**src/rtl/mc_control.sv**
```systemverilog
// Multicycle control FSM: sequences fetch/decode/execute/memory/writeback for the datapath,
// handshakes shared instruction/data memory with a timeout, and counts retired instructions.
module mc_control #(
  parameter int TIMEOUT  = 255,
  parameter int CNT_W    = 8,
  parameter int RETIRE_W = 32
) (
  input  logic                clk,
  input  logic                reset,
  input  logic [3:0]          opcode,
  input  logic                alu_zero,
  input  logic                mem_ack,
  output logic [2:0]          alu_op,
  output logic                alu_src_a,
  output logic [1:0]          alu_src_b,
  output logic                pc_src,
  output logic                pc_write,
  output logic                ir_write,
  output logic                reg_write,
  output logic                mem_to_reg,
  output logic                iord,
  output logic                mem_req,
  output logic                mem_we,
  output logic                halted,
  output logic                illegal,
  output logic [RETIRE_W-1:0] retired
);

  typedef enum logic [2:0] {
    S_FETCH, S_DECODE, S_EXEC, S_MEM, S_WB, S_HALT, S_ERR
  } state_t;

  localparam logic [2:0]       OP_ADD    = 3'b010;
  localparam logic [2:0]       OP_SUB    = 3'b011;
  localparam logic [CNT_W-1:0] TIMEOUT_C = CNT_W'(TIMEOUT);

  state_t                state_q, state_d;
  logic [CNT_W-1:0]      cnt_q, cnt_d;
  logic [RETIRE_W-1:0]   retired_q, retired_d;
  logic                  halted_q, halted_d;
  logic                  illegal_q, illegal_d;

  logic is_ld, is_st, is_beq, is_jmp, is_mem_op;

  assign is_ld     = (opcode == 4'h7);
  assign is_st     = (opcode == 4'h8);
  assign is_beq    = (opcode == 4'h9);
  assign is_jmp    = (opcode == 4'hA);
  assign is_mem_op = is_ld | is_st;

  // The timeout counter defaults to zero so it clears whenever a waiting state is entered.
  always_comb begin
    state_d   = state_q;
    cnt_d     = '0;
    retired_d = retired_q;
    halted_d  = halted_q;
    illegal_d = illegal_q;
    case (state_q)
      S_FETCH, S_MEM: begin
        if (mem_ack) begin
          if (state_q == S_FETCH) begin
            state_d = S_DECODE;
          end else if (is_st) begin
            state_d   = S_FETCH;
            retired_d = retired_q + RETIRE_W'(1);
          end else begin
            state_d = S_WB;
          end
        end else if (cnt_q == TIMEOUT_C) begin
          state_d   = S_ERR;
          illegal_d = 1'b1;
        end else begin
          cnt_d = cnt_q + CNT_W'(1);
        end
      end
      S_DECODE: begin
        if (opcode == 4'hF) begin
          state_d   = S_HALT;
          halted_d  = 1'b1;
          retired_d = retired_q + RETIRE_W'(1);
        end else if (opcode > 4'hA) begin
          state_d   = S_ERR;
          illegal_d = 1'b1;
        end else begin
          state_d = S_EXEC;
        end
      end
      S_EXEC: begin
        if (is_mem_op) begin
          state_d = S_MEM;
        end else if (is_beq || is_jmp) begin
          state_d   = S_FETCH;
          retired_d = retired_q + RETIRE_W'(1);
        end else begin
          state_d = S_WB;
        end
      end
      S_WB: begin
        state_d   = S_FETCH;
        retired_d = retired_q + RETIRE_W'(1);
      end
      default: state_d = state_q;
    endcase
  end

  always_ff @(posedge clk or posedge reset) begin
    if (reset) begin
      state_q   <= S_FETCH;
      cnt_q     <= '0;
      retired_q <= '0;
      halted_q  <= 1'b0;
      illegal_q <= 1'b0;
    end else begin
      state_q   <= state_d;
      cnt_q     <= cnt_d;
      retired_q <= retired_d;
      halted_q  <= halted_d;
      illegal_q <= illegal_d;
    end
  end

  // Control outputs are gated by reset so an in-flight memory request is dropped at once.
  always_comb begin
    alu_op     = 3'b000;
    alu_src_a  = 1'b0;
    alu_src_b  = 2'b00;
    pc_src     = 1'b0;
    pc_write   = 1'b0;
    ir_write   = 1'b0;
    reg_write  = 1'b0;
    mem_to_reg = 1'b0;
    iord       = 1'b0;
    mem_req    = 1'b0;
    mem_we     = 1'b0;
    if (!reset) begin
      case (state_q)
        S_FETCH: begin
          mem_req = 1'b1;
          if (mem_ack) begin
            ir_write  = 1'b1;
            pc_write  = 1'b1;
            alu_src_b = 2'b01;
            alu_op    = OP_ADD;
          end
        end
        S_EXEC: begin
          if (is_mem_op) begin
            alu_op    = OP_ADD;
            alu_src_a = 1'b1;
            alu_src_b = 2'b10;
          end else if (is_beq) begin
            alu_op    = OP_SUB;
            alu_src_a = 1'b1;
            pc_src    = 1'b1;
            pc_write  = alu_zero;
          end else if (is_jmp) begin
            pc_src   = 1'b1;
            pc_write = 1'b1;
          end else begin
            alu_op    = opcode[2:0];
            alu_src_a = 1'b1;
          end
        end
        S_MEM: begin
          mem_req = 1'b1;
          iord    = 1'b1;
          mem_we  = is_st;
        end
        S_WB: begin
          reg_write  = 1'b1;
          mem_to_reg = is_ld;
        end
        default: ;
      endcase
    end
  end

  assign halted  = halted_q;
  assign illegal = illegal_q;
  assign retired = retired_q;

endmodule

```
**config.mk**
```make
export PLATFORM = sky130hd
export DESIGN_NAME = mc_control
export DESIGN_NICKNAME = d
export VERILOG_FILES = /design/src/rtl/mc_control.sv
export SDC_FILE = /design/constraint.sdc
export NUM_CORES = 1
export LEC_CHECK = 0
export CAP_MARGIN = 5
export CORE_MARGIN = 3
export CORE_UTILIZATION = 45
export CTS_CLUSTER_DIAMETER = 120
export DETAILED_ROUTE_END_ITERATION = 6
export PLACE_DENSITY_LB_ADDON = 0.15
export SLEW_MARGIN = 20
export SYNTH_ARGS = -nofsm -noshare
export SYNTH_HDL_FRONTEND = slang
export SYNTH_SLANG_ARGS = --single-unit
```
**constraint.sdc**
```tcl
create_clock -name clk -period 2.89 [get_ports clk]
set_clock_uncertainty 0.2 [all_clocks]
set_input_delay 0.578 -clock clk [delete_from_list [all_inputs] [get_ports clk]]
set_output_delay 0.578 -clock clk [all_outputs]
set_load 0.02 [all_outputs]
```
==> flow_summary.ini <==
[finish]
nets = 340
filler_cell_count = 450
final_layout_size_suffix_gt1_share_pct = 16.3
diodes = 0
fin_area_um2 = 3270
syn2layout_area_growth_pct = 33.4

[route]
routedWlPerCell_um = 13.4
finalWirelength_um = 5360
dr_total_vias = 2098
via_per_inst = 5.23
initialDrtViolationCount = 92
drcViolationCount = 0
dr.pass1.iters = 7
antenna_left = 0

[worst_hold_path]
hp-class = reg -> reg
min_path_cells = 1
min-delay-start = retired[31]

[timing]
max-slew-margin-rel_pct = 62.7
slew_violations = 0
layout_setup_ws_ns = 0.0773
setup_viol_count_final = 0
worst_slew_pin_slew_ns = 0.560
fin_crit_sh_pct = 97.3
hold_viol = 0
min_period_ns = 2.81
rsz0062_at_grt = false
timing.fmax_mhz = 356

[worst_setup_path]
worstSetupStartpointType = primary input
crit_buf_inv = 4
startpoint = opcode[3]
worst_ep_required_time_ns = 2.11
critPathKind = in -> out
path_cells = clkdlybuf4s50_1 > buf_4 > buf_4 > nand4b_1 > and3_4 > and2_1 > buf_2
path_depth = 7
worstRegToRegCells = 8
endpoint_kind = output port
crit_fanout = 7
cpPeakStageDelay_ns = 0.42
rrSetupSlack_ns = 0.66
cp_top_family = buffers and inverters
crit_end = alu_op[0]
r2r_end = retired[27]
slowest_stage = clkdlybuf4s50_1
crit_top_cell = buf_4
r2r_start = state_q[1]
arrival_ns = 2.03

[yosys]
synth_area_leaders = dfrtp_1 46%, xnor2_1 11%, nand2_1 4.0%
syn_avg_cell_area_um2 = 9.58
yosysMostFrequentCell = dfrtp_1
yosys.area.top_type = dfrtp_1
syn_area_um2 = 2450
synth-seq-cells = 45
synth.distinct_cells = 45
ys_top_cells_by_count = 45 x dfrtp_1, 30 x xnor2_1, 26 x nand2_1
synth_top_cell_area_share_pct = 45.9
syn_inst = 256
synth_edf_count = 0
ys.flop_type = dfrtp_1
ys_async_sr_fraction_pct = 100
synth_nets = 266
synth_warnings = 0
seq_area_frac_synth_pct = 45.9

[placed_design]
dpl_cell_area_um2 = 3170
numPortBuffers = 55
dp_hpwl_um = 3970
post-place-ws_ns = -0.523
gp_congestion = 0.782

[floorplanning]
fp.dieH_um = 79.8
ios = 56
fp.dieW_um = 79.8
core_area_um2 = 5200
rows = 26
initial_core_util_pct = 47.1
dieArea_um2 = 6370

[global_routing]
grt.overflow.total = 0
antenna_found_initial = 0
grt_pass1_wl_um = 9010
grt_max_degree = 46
grt.total_usage_pct = 17.9
grt_pass1_vias = 1995

[run]
drv_cap = 0

[power_and_ir_drop]
p_total_mw = 2.10
power_density_nw_per_um2 = 643
p_leak_nw = 1.44
ir_drop_uv = 324

[clock_tree]
cts_num_sinks = 45
root_buffer = clkbuf_8
clock_latency_ns = 0.30
clkSlewWorstSetupHoldPaths_ns = 0.09
cts_max_path_buffers = 2
htree_num_levels = 2
ctsHoldBuffers = 0
cts_tree = yes
numCtsBuffers = 5

[outcome]
run_status = completed
==> how the worst min path moves through the flow <==
stage                              to  slack [ns]
after global placement    retired[31]        0.26
after detailed placement  retired[31]        0.26
final                     retired[31]        0.27
after floorplan              cnt_q[0]        0.25
after global routing      retired[31]        0.29
after CTS                 retired[31]        0.27
==> worst register-to-register path, stage by stage, from the launching register on <==
cell and delay, ns:
dfrtp_1 0.39, buf_4 0.18, xor2_1 0.24, or3_1 0.24, and3_1 0.19, nand2_1 0.07
buf_4 0.18, nor4_2 0.30, xor2_1 0.17
==> per-layer routing <==
layer | global-route usage, % | share of wire (%) | vias to the layer above
li1 | - | - | 1035
met4 | 6.93 | 1.9 | 0
met2 | 28.5 | 46 | 53
met3 | 4.51 | 5.1 | 10
met1 | 23.5 | 47 | 1000
met5 | 0 | 0 | -
==> per-stage QoR <==
step           utilization (%)  hold slack [ns]  setup TNS [ns]  std cells
6_report                  62.8            0.270               0        401
5_1_grt                   62.8            0.288               0        401
4_1_cts                   62.7            0.273         -0.0149        401
3_5_place_dp              60.8            0.262           -2.79        391
3_3_place_gp              60.8            0.256           -2.72        391
2_1_floorplan                -            0.255               0        256
==> layout by cell type (no fill, tap or decap), drive strengths merged, types with 4 or more instances in the layout <==
cell and instances:
a21oi 6, dfrtp 45, clkbuf 6, nand4 11, nand3 19, o21ai 7, nor2 23, buf 28
nand2 26, dlygate4sd2 5, clkdlybuf4s50 41, and2 7, and3 7, nor4 4, xor2 9, nor3 12
inv 8, xnor2 30
==> sequential cells by signal (all words and copies together) (netlist names) <==
name,count
cnt_q,8
halted,1
illegal,1
retired,32
state_q,3
==> where the power goes <==
group / total (mW) / switching [mW] / leakage [nW] / internal [mW]
Clock: 0.387 / 0.215 / 0.0481 / 0.171
Combinational: 0.932 / 0.543 / 0.811 / 0.389
Sequential: 0.784 / 0.0738 / 0.582 / 0.710
Total: 2.10 / 0.832 / 1.44 / 1.27
==> layout make-up <==
class                      instances  area (um^2)  share of cell area [%]
clock buffer                       5         68.8                    2.10
clock inverter                     3         22.5                   0.689
inverter                           9         37.5                    1.15
multi-input combinational        192         1240                    38.0
sequential                        45         1130                    34.4
tap                               70         87.6                    2.68
timing repair buffer              77          686                    21.0
==> kinds of logic (layout without fill, tap and decap cells) <==
family / count (synthesis) / count (layout) / synth area share (%)
multiplexers: 2 / 2 / 0.816
flip-flops: 45 / 45 / 45.9
XOR/XNOR: 39 / 39 / 13.9
AO/OA/AOI/OAI: 24 / 24 / 6.43
buffers and inverters: 19 / 94 / 4.54
adder cells (fa/ha/maj): 2 / 2 / 1.02
AND/OR/NAND/NOR: 125 / 125 / 27.3
==> timing repair <==
action                                  in CTS  in global routing
hold endpoints to repair                     0                  0
buffers inserted                             2                  0
endpoints found under the setup margin      11                 10
gates resized for setup                     28                 15
cloned                                       0                  0
pin swaps                                    0                  1
Power figures use the tool's default switching activity.
